[src/rtl/sdram_port_arbiter.sv]
// sdram_port_arbiter: shares one SDRAM controller port between the ROM loader,
// CPU cartridge reads, an auxiliary read/write port and refresh. One command
// is in flight at a time. Command strobes and acks are registered one-cycle pulses.
module sdram_port_arbiter #(
    parameter int AW      = 24,
    parameter int DW      = 16,
    parameter int TIMEOUT = 64
) (
    input  logic          clk,
    input  logic          reset,
    input  logic          ld_req,
    input  logic [AW-1:0] ld_addr,
    input  logic [DW-1:0] ld_din,
    output logic          ld_ack,
    input  logic          cpu_req,
    input  logic [AW-1:0] cpu_addr,
    input  logic          cpu_word,
    output logic [DW-1:0] cpu_dout,
    output logic          cpu_ack,
    input  logic          aux_req,
    input  logic          aux_we,
    input  logic [AW-1:0] aux_addr,
    input  logic [DW-1:0] aux_din,
    input  logic          aux_word,
    output logic [DW-1:0] aux_dout,
    output logic          aux_ack,
    input  logic          refresh_req,
    output logic          mem_rd,
    output logic          mem_wr,
    output logic          mem_refresh,
    output logic [AW-1:0] mem_addr,
    output logic [DW-1:0] mem_din,
    output logic          mem_word,
    input  logic [DW-1:0] mem_dout,
    input  logic          mem_busy
);

    localparam int TW = (TIMEOUT > 1) ? $clog2(TIMEOUT) : 1;

    typedef enum logic [2:0] {
        S_IDLE      = 3'd0,
        S_ISSUE     = 3'd1,
        S_WAIT_BUSY = 3'd2,
        S_WAIT_DONE = 3'd3,
        S_COMPLETE  = 3'd4
    } state_t;

    typedef enum logic [1:0] {
        OWN_LD  = 2'd0,
        OWN_CPU = 2'd1,
        OWN_AUX = 2'd2,
        OWN_REF = 2'd3
    } owner_t;

    state_t        state;
    owner_t        owner;
    logic          cmd_wr;
    logic          ref_pend;
    logic          rr;        // 0: CPU wins the next contended grant, 1: aux
    logic [TW-1:0] tmo_cnt;
    logic          any_ack;
    logic          aux_win;

    // The cycle an ack is visible the requester still holds req, so IDLE
    // skips arbitration then; a req still high one cycle later is a new request.
    assign any_ack = ld_ack | cpu_ack | aux_ack;
    assign aux_win = aux_req && (!cpu_req || rr);

    // Command sequencer: arbitrate, issue, wait on the controller, complete.
    always_ff @(posedge clk) begin
        if (reset) begin
            state       <= S_IDLE;
            owner       <= OWN_LD;
            cmd_wr      <= 1'b0;
            ref_pend    <= 1'b0;
            rr          <= 1'b0;
            tmo_cnt     <= '0;
            mem_rd      <= 1'b0;
            mem_wr      <= 1'b0;
            mem_refresh <= 1'b0;
            mem_addr    <= '0;
            mem_din     <= '0;
            mem_word    <= 1'b0;
            ld_ack      <= 1'b0;
            cpu_ack     <= 1'b0;
            aux_ack     <= 1'b0;
            cpu_dout    <= '0;
            aux_dout    <= '0;
        end else begin
            mem_rd      <= 1'b0;
            mem_wr      <= 1'b0;
            mem_refresh <= 1'b0;
            ld_ack      <= 1'b0;
            cpu_ack     <= 1'b0;
            aux_ack     <= 1'b0;
            case (state)
                S_IDLE: begin
                    if (!any_ack) begin
                        if (ld_req) begin
                            owner    <= OWN_LD;
                            cmd_wr   <= 1'b1;
                            mem_wr   <= 1'b1;
                            mem_addr <= ld_addr;
                            mem_din  <= ld_din;
                            mem_word <= 1'b1;
                            state    <= S_ISSUE;
                        end else if (ref_pend) begin
                            owner       <= OWN_REF;
                            cmd_wr      <= 1'b0;
                            mem_refresh <= 1'b1;
                            state       <= S_ISSUE;
                        end else if (aux_win) begin
                            owner    <= OWN_AUX;
                            cmd_wr   <= aux_we;
                            mem_wr   <= aux_we;
                            mem_rd   <= !aux_we;
                            mem_addr <= aux_addr;
                            mem_din  <= aux_din;
                            mem_word <= aux_word;
                            if (cpu_req) rr <= 1'b0;
                            state    <= S_ISSUE;
                        end else if (cpu_req) begin
                            owner    <= OWN_CPU;
                            cmd_wr   <= 1'b0;
                            mem_rd   <= 1'b1;
                            mem_addr <= cpu_addr;
                            mem_word <= cpu_word;
                            if (aux_req) rr <= 1'b1;
                            state    <= S_ISSUE;
                        end
                    end
                end
                S_ISSUE: begin
                    tmo_cnt <= '0;
                    if (owner == OWN_REF) ref_pend <= 1'b0;
                    state   <= S_WAIT_BUSY;
                end
                S_WAIT_BUSY: begin
                    // A controller that never shows busy must not hang the port.
                    if (mem_busy)
                        state <= S_WAIT_DONE;
                    else if (tmo_cnt == TW'(TIMEOUT - 1))
                        state <= S_COMPLETE;
                    else
                        tmo_cnt <= tmo_cnt + 1'b1;
                end
                S_WAIT_DONE: begin
                    if (!mem_busy) state <= S_COMPLETE;
                end
                S_COMPLETE: begin
                    case (owner)
                        OWN_LD:  ld_ack <= 1'b1;
                        OWN_CPU: begin
                            cpu_ack <= 1'b1;
                            if (!cmd_wr) cpu_dout <= mem_dout;
                        end
                        OWN_AUX: begin
                            aux_ack <= 1'b1;
                            if (!cmd_wr) aux_dout <= mem_dout;
                        end
                        default: ;
                    endcase
                    state <= S_IDLE;
                end
                default: state <= S_IDLE;
            endcase
            // Refresh strobes are latched in any state; repeats collapse.
            if (refresh_req) ref_pend <= 1'b1;
        end
    end

endmodule

[config.mk]
export PLATFORM = sky130hd
export DESIGN_NAME = sdram_port_arbiter
export DESIGN_NICKNAME = d
export VERILOG_FILES = /design/src/rtl/sdram_port_arbiter.sv
export SDC_FILE = /design/constraint.sdc
export NUM_CORES = 1
export LEC_CHECK = 0
export BUFFER_PORTS_ARGS = -buffer_cell sky130_fd_sc_hd__buf_4
export CORE_MARGIN = 3
export CORE_UTILIZATION = 42
export CTS_CLUSTER_DIAMETER = 40
export DETAILED_ROUTE_END_ITERATION = 7
export PLACE_DENSITY_LB_ADDON = 0.3
export SKIP_CTS_REPAIR_TIMING = 1
export SLEW_MARGIN = 10
export SYNTH_ARGS = -nofsm -noshare
export SYNTH_HDL_FRONTEND = slang
export SYNTH_SLANG_ARGS = --single-unit
[constraint.sdc]
create_clock -name clk -period 1.7 [get_ports clk]
set_input_delay 0.17 -clock clk [delete_from_list [all_inputs] [get_ports clk]]
set_output_delay 0.17 -clock clk [all_outputs]
set_load 0.01 [all_outputs]
Word level (Yosys, flattened, before mapping)
Index checks and enable logic that the tools add are counted.

Bits in registers: 93. Input port bits: 130. Output and inout port bits: 79. Logic and storage cells: 113.

Add/sub/neg operators: 1. Eq/ne operators: 15. Multiplexer cells: 46. Bitwise operators: 8. Reductions and logical operators: 26.

Operator list (number): two-way mux 24 bit (4); two-way mux 16 bit (3); two-way mux 3 bit (8); two-way mux 1 bit (23); two-way mux 6 bit (2); case mux 3 bit (4 select lines) (1); case mux 6 bit (2 select lines) (1); AND reduction 3 bit (4); AND reduction 4 bit (3); != test 2 bit, second input constant (5); nonzero test 2 bit (5); two-way mux 2 bit (4); adder 6 x 1 -> 6 bit, second input constant (1); == test 3 x 2 -> 1 bit, second input constant (2); == test 6 bit, second input constant (1); inverter 1 bit (6); AND reduction 6 bit (1); != test 5 bit, second input constant (1); OR reduction 5 bit (1); == test 2 bit, second input constant (2); nonzero test 4 bit (1); OR reduction 4 bit (1); == test 3 x 1 -> 1 bit, second input constant (1); == test 3 bit, second input constant (1); other kinds (12) (14).

Longest topological paths before layout
Gate-level depths: netlist of the first run.

Word-level depth: 8. Depth in mapped cells: 8. Depth with buffers taken out: 5.

Worst setup path before layout of the first run
OpenSTA, ideal clock, no wires.

Path kind: reg-to-reg. Start: register state[2]. End: register tmo_cnt[0]. Library setup time: 66 ps. Data arrival time: 1571 ps. Required time: 1634 ps. Path slack: 63 ps. Cell stages (with the launch flop): 6. Buffers on the path: 1. Period minus slack after synthesis: 1637 ps. Cell sequence: dfxtp_1 buf_6 or4b_4 a31oi_2 mux2_1 nor2_1.

Cells in the longest elaborated chain, start to end: 3. Elaborated cells between the ends (all ways): 7. Classes of those cells: 4 x eq/ne; 1 x mux; 2 x reduce/logical.

Ends and longest elaborated chain: start, declared (RTL line 55) `state_t state;`; start signal, assigned (RTL line 72) `state <= S_IDLE;`; start signal, assigned (RTL line 106) `state <= S_ISSUE;`; start signal, assigned (RTL line 111) `state <= S_ISSUE;`; == test 3 x 2 -> 1 bit / == test 3 x 1 -> 1 bit (equally long branches) (RTL line 96) `case (state)`; != test 2 bit (no line) / nonzero test 2 bit (equally long branches); AND reduction 3 bit (no line); end signal, assigned (RTL line 145) `tmo_cnt <= tmo_cnt + 1'b1;`; end, declared (RTL line 60) `logic [TW-1:0] tmo_cnt;`.

Several ways; a longest one is shown, not always the timed one. A chain may end at the register's enable or synchronous reset.

Worst setup path after layout of the first run
Start: register state[2]. End: register mem_addr[15].

Cells in the longest elaborated chain, start to end: 2.

Ends and longest elaborated chain: zero test 3 bit (RTL line 96); AND reduction 4 bit (no line); end signal, assigned (RTL line 103) `mem_addr <= ld_addr;`; end signal, assigned (RTL line 117) `mem_addr <= aux_addr;`; end signal, assigned (RTL line 126) `mem_addr <= cpu_addr;`; end, declared (RTL line 31) `output logic [AW-1:0] mem_addr,`.

No other way between the ends.

==> impl_metrics.json, run 1 <==
{
  "worstPathRequired_ns": 1.94,
  "syn_to_final_growth_pct": 45.0,
  "place_inst": 778,
  "synth.area.top_cells": "dfxtp_1 42%, mux2i_1 11%, a211oi_1 5.5%",
  "cts_buffer_depth": 2,
  "fill_cells": 862,
  "netlist_top_cells_count": "93 x dfxtp_1, 48 x mux2i_1, 42 x nor2_1",
  "initial_core_util": 0.440,
  "clock_latency_ns": 0.35,
  "fin_crit_ns": 1.65,
  "yosysUniqueCellTypes": 47,
  "io_pins": 209,
  "drc": 0,
  "hold_viol_final": 0,
  "yosysMostFrequentCell": "dfxtp_1",
  "cp-end-kind": "flop",
  "async_flop_share": 0,
  "core_area_um2": 10000,
  "std_cell_rows": 36,
  "syn_avg_cell_area_um2": 9.54,
  "grt_pass1_wl_mm": 19.9,
  "relSlewSlack": 0.658,
  "final_area_um2": 6380,
  "ant_nets": 0,
  "port_buffers": 208,
  "clk_pin_slew_ns": 0.09,
  "antenna_cells": 0,
  "cpPeakStageDelay_ns": 0.38,
  "worstPathCellList": "buf_4, nor3_4, o211ai_1, buf_4, buf_6, o41ai_1",
  "placed_area_um2": 6080,
  "setup_violations": 0,
  "slowest_stage": "dfxtp_4",
  "die_x_um": 108,
  "drive_gt1_frac": 0.423,
  "vdd_drop_max_mv": 0.629,
  "antenna_found_initial": 0,
  "drv_cap": 0,
  "synth_warnings": 0,
  "via_count": 4306,
  "fin_nets": 795,
  "fin_skew_ns": 0.00862,
  "wl_mm": 13.2,
  "synth_edf_count": 0,
  "grt_usage": 0.209,
  "clock_tree.root_cell": "clkbuf_8",
  "dpl.hpwl_mm": 9.49,
  "syn-cell-area_um2": 4400,
  "hp-class": "in2reg",
  "cts_tree": "done",
  "period_share": 0.971,
  "whs_ns": 0.0475,
  "outcome": "completed",
  "worstSetupStartpointType": "flop",
  "worstSetupPathType": "reg2reg",
  "grt-ovfl-total": 0,
  "tightest_slew_ns": 0.514,
  "drv_slew": 0,
  "fmax_mhz": 606,
  "synth_top_area_share": 0.423,
  "crit_path_max_fanout": 12,
  "drtPass1Iterations": 4,
  "synthCells": 461,
  "dieArea_um2": 11700,
  "grt_pass1_vias": 4202,
  "leakagePower_nw": 3.05,
  "cp_common_cell": "buf_4",
  "via_per_inst": 5.37,
  "synthFlopType": "dfxtp_1",
  "cts.sinks": 93,
  "grt_max_degree": 50,
  "die-height_um": 108,
  "htreeDepth": 3,
  "wl_per_cell_um": 16.4,
  "synth_seq_cells": 93,
  "stdcell_count": 802,
  "cts_buffers": 9,
  "synthesis.nets": 592,
  "ys_seq_area_frac": 0.423,
  "drtIter0Drc": 321,
  "arrival_ns": 1.89,
  "gp_congestion": 0.814,
  "powerDensity_nw_per_um2": 848,
  "synth_top_area_cell": "dfxtp_1"
}
-- metal layers --
metal  vias up  track usage  part of all wire
met3        19       0.0699             0.084
met5         -            0                 0
met4         0       0.0559             0.015
met1      2020        0.253              0.41
li1       2109            -                 -
met2       158        0.357              0.49
-- layout make-up --
| cell class | count | area [um^2] | area share |
|---|---|---|---|
| clock buffer | 9 | 124 | 0.0194 |
| clock inverter | 7 | 55.1 | 0.00863 |
| inverter | 2 | 7.51 | 0.00118 |
| multi-input combinational | 320 | 2340 | 0.367 |
| sequential | 93 | 1870 | 0.293 |
| tap | 133 | 166 | 0.0261 |
| timing repair buffer | 238 | 1820 | 0.285 |
-- logic make-up (layout without fill, tap and decap cells) --
kind of cell,Yosys count,after routing,share of synthesized area
fa+ha+maj,1,1,0.00284
compound gates,100,100,0.179
simple gates,167,167,0.222
buf+inv,48,256,0.0555
xor+xnor,3,3,0.00597
flops,93,93,0.423
mux,49,49,0.112
-- metrics by stage --
step	setup WS [ns]	total power, mW	utilization	TNS [ns]
floorplan	0.0632	3.29	-	0
global placement	0.0630	3.91	0.608	0
detailed placement	-0.0555	3.95	0.608	-0.239
CTS	-0.0796	5.33	0.626	-1.60
global route	-0.00395	5.67	0.638	-0.00395
finish	0.0485	5.41	0.638	0
-- worst max-delay path, delay by kind of cell (launching register included) --
family / cells / cell delay [ns]
compound gates: 2 / 0.49
buf+inv: 3 / 0.48
flops: 1 / 0.38
simple gates: 1 / 0.18
-- power breakdown --
group	switching, mW	total, mW	internal (mW)
clock	0.832	1.38	0.551
combinational	0.726	1.52	0.797
sequential	0.134	2.51	2.37
-- placed cells by master (no fill, tap or decap), types with 5 or more instances in the layout --
cell type  netlist  final
a211oi_1        32     32
a211oi_2         9      9
a21oi_1         22     22
and3_1          26     25
buf_4            3    231
clkbuf_8         0      9
dfxtp_1         93     89
mux2i_1         48     48
nand2_1          9      9
nand3b_1        28     28
nor2_1          42     42
nor2b_1         26     26
nor3_1           7      6
nor4_1           5      5
o41ai_1         24     20
-- final timing paths --
path / start / to / slack [ns] / cells after the start
hold reg to reg: state[2] / state[2] / 0.48 / 1
setup / recovery: state[2] / mem_addr[15] / 0.05 / 6
hold / removal: refresh_req / ref_pend / 0.05 / 3
setup reg to reg: state[2] / mem_addr[15] / 0.05 / 6
-- state kept, by name, summed over array words and instances, names as in the netlist --
register and flops:
ref_pend 1, aux_ack 1, mem_din 16, cmd_wr 1, mem_word 1, rr 1
mem_wr 1, mem_refresh 1, state 3, ld_ack 1, cpu_dout 16, mem_addr 24
cpu_ack 1, owner 2, aux_dout 16, tmo_cnt 6, mem_rd 1
(Power assumes the default switching activity.)
==> run 2: changes to the inputs <==
--- a/config.mk
+++ b/config.mk
@@ -5,7 +5,7 @@
 export SDC_FILE = /design/constraint.sdc
 export NUM_CORES = 1
 export LEC_CHECK = 0
-export BUFFER_PORTS_ARGS = -buffer_cell sky130_fd_sc_hd__buf_4
+export BUFFER_PORTS_ARGS = -buffer_cell sky130_fd_sc_hd__buf_2
 export CORE_MARGIN = 3
 export CORE_UTILIZATION = 42
 export CTS_CLUSTER_DIAMETER = 40
==> run 2 against run 1 <==
  * Global-route usage shrank 1.3 points
  * Sequential power is essentially flat
  * Cell count shrank 0.62%
  * Via count shrank 0.98%
  * Highest routed layer unchanged
  * Critical endpoint is now mem_addr[12]
  * First-iteration DRC count shrank 13%
  * Non-clock buffer count shrank 5
  * Critical path type unchanged
==> impl_metrics.json, run 2 (synthesis results as in run 1) <==
{
  "outcome": "completed",
  "powerDensity_nw_per_um2": 929,
  "worstPathCellList": "buf_4, nor3_4, o211ai_1, clkbuf_16, o41ai_1",
  "via_count": 4264,
  "largest_reg_flops": 24,
  "fin_skew_ns": 0.00930,
  "r2r_cells": 5,
  "whs_ns": 0.0617,
  "dieArea_um2": 11700,
  "worstSetupStartpointType": "flop",
  "worstSetupPathType": "reg2reg",
  "io_pins": 209,
  "grt-ovfl-total": 0,
  "syn_to_final_growth_pct": 34.2,
  "fmax_mhz": 614,
  "drc": 0,
  "clk_pin_slew_ns": 0.09,
  "drtPass1Iterations": 4,
  "hp-class": "in2reg",
  "setup_violations": 0,
  "r2r_start": "state[1]",
  "wl_mm": 12.2,
  "cpPeakStageDelay_ns": 0.37,
  "initial_core_util": 0.440,
  "worstHoldEndpoint": "ref_pend",
  "antenna_cells": 0,
  "drv_slew": 0,
  "cp-end-kind": "flop",
  "reg2reg_to": "mem_addr[12]",
  "vdd_drop_max_mv": 0.493,
  "rsz0062_at_grt": "yes",
  "hold_viol_final": 0,
  "die-height_um": 108,
  "ant_nets": 0,
  "relSlewSlack": 0.729,
  "fin_crit_ns": 1.63,
  "min_path_cells": 3,
  "std_cell_rows": 36,
  "leakagePower_nw": 2.96,
  "drive_gt1_frac": 0.419,
  "layout_common_cells": "207 x buf_2, 91 x dfxtp_1, 48 x mux2i_1, 42 x nor2_1, 31 x a211oi_1",
  "fin_nets": 790,
  "power.total_mw": 5.49,
  "slowest_stage": "o41ai_1",
  "cts_buffer_depth": 2,
  "fill_cells": 891,
  "r2r_setup_slack_ns": 0.07,
  "cts_tree": "done",
  "via_per_inst": 5.35,
  "drv_cap": 0,
  "crit_path_max_fanout": 24,
  "grt_pass1_wl_mm": 18.8,
  "cts_buffers": 9,
  "gp_congestion": 0.840,
  "cts.sinks": 93,
  "grt_max_degree": 50,
  "htreeDepth": 3,
  "clock_tree.root_cell": "clkbuf_8",
  "antenna_found_initial": 0,
  "core_area_um2": 10000,
  "top_register": "mem_addr",
  "dpl.hpwl_mm": 8.85,
  "tightest_slew_ns": 0.397,
  "clock_latency_ns": 0.35,
  "worstPathRequired_ns": 1.94,
  "port_buffers": 208,
  "mostFrequentLayoutCell": "buf_2",
  "die_x_um": 108,
  "drtIter0Drc": 280,
  "grt_pass1_vias": 4082,
  "holdCritStartpoint": "refresh_req",
  "period_share": 0.958,
  "grt_usage": 0.196,
  "arrival_ns": 1.87,
  "wl_per_cell_um": 15.3
}
-- run 2: changes by cell type in the layout (fill, tap and decap cells not counted), sizes merged --
cell	delta
bufinv	+2
inv	-2
clkinvlp	-1
buf	-6
clkbuf	+2
-- run 2: area by class of cell --
cell class,count,area (um^2),area share
inverters,2,7.51,0.00127
repair buffers,233,1280,0.217
well taps,133,166,0.0282
clock buffers,10,138,0.0233
flip-flops and latches,93,1860,0.316
multi-input cells,320,2350,0.399
clock inverters,6,93.8,0.0159
-- run 2: metrics by stage --
step | instances | util | TNS, ns | area, um^2 | setup WS (ns)
floorplan | 461 | - | 0 | 4400 | 0.0632
global placement | 777 | 0.557 | 0 | 5570 | 0.109
detailed placement | 777 | 0.557 | -0.00205 | 5570 | -0.00205
CTS | 793 | 0.580 | -0.0182 | 5800 | -0.0113
global route | 797 | 0.591 | -0.149 | 5910 | -0.0307
finish | 797 | 0.591 | 0 | 5910 | 0.0708
-- run 2: critical path: cells and delay by family (launching register included) --
kind | cells | cell delay [ns]
flops | 1 | 0.35
simple gates | 1 | 0.19
compound gates | 2 | 0.57
buf+inv | 2 | 0.41
-- run 2: routing by layer --
metal	share of wire	GRT usage
met1	0.42	0.245
met4	0.012	0.0595
met3	0.084	0.0573
met5	0	0
met2	0.48	0.327
-- run 2: worst max-delay path by stage --
stage | startpoint | to | slack, ns | cells after the start
after global routing | state[1] | mem_addr[23] | -0.03 | 5
after floorplan | state[2] | tmo_cnt[0] | 0.06 | 5
after global placement | state[2] | tmo_cnt[0] | 0.11 | 4
final | state[1] | mem_addr[12] | 0.07 | 5
after detailed placement | state[1] | mem_addr[21] | -0.002 | 5
after CTS | state[1] | mem_addr[21] | -0.01 | 5
-- run 2: power breakdown --
group | total, mW | switching (mW) | internal (mW)
Combinational | 1.33 | 0.708 | 0.618
Sequential | 2.49 | 0.125 | 2.37
Clock | 1.67 | 0.786 | 0.882
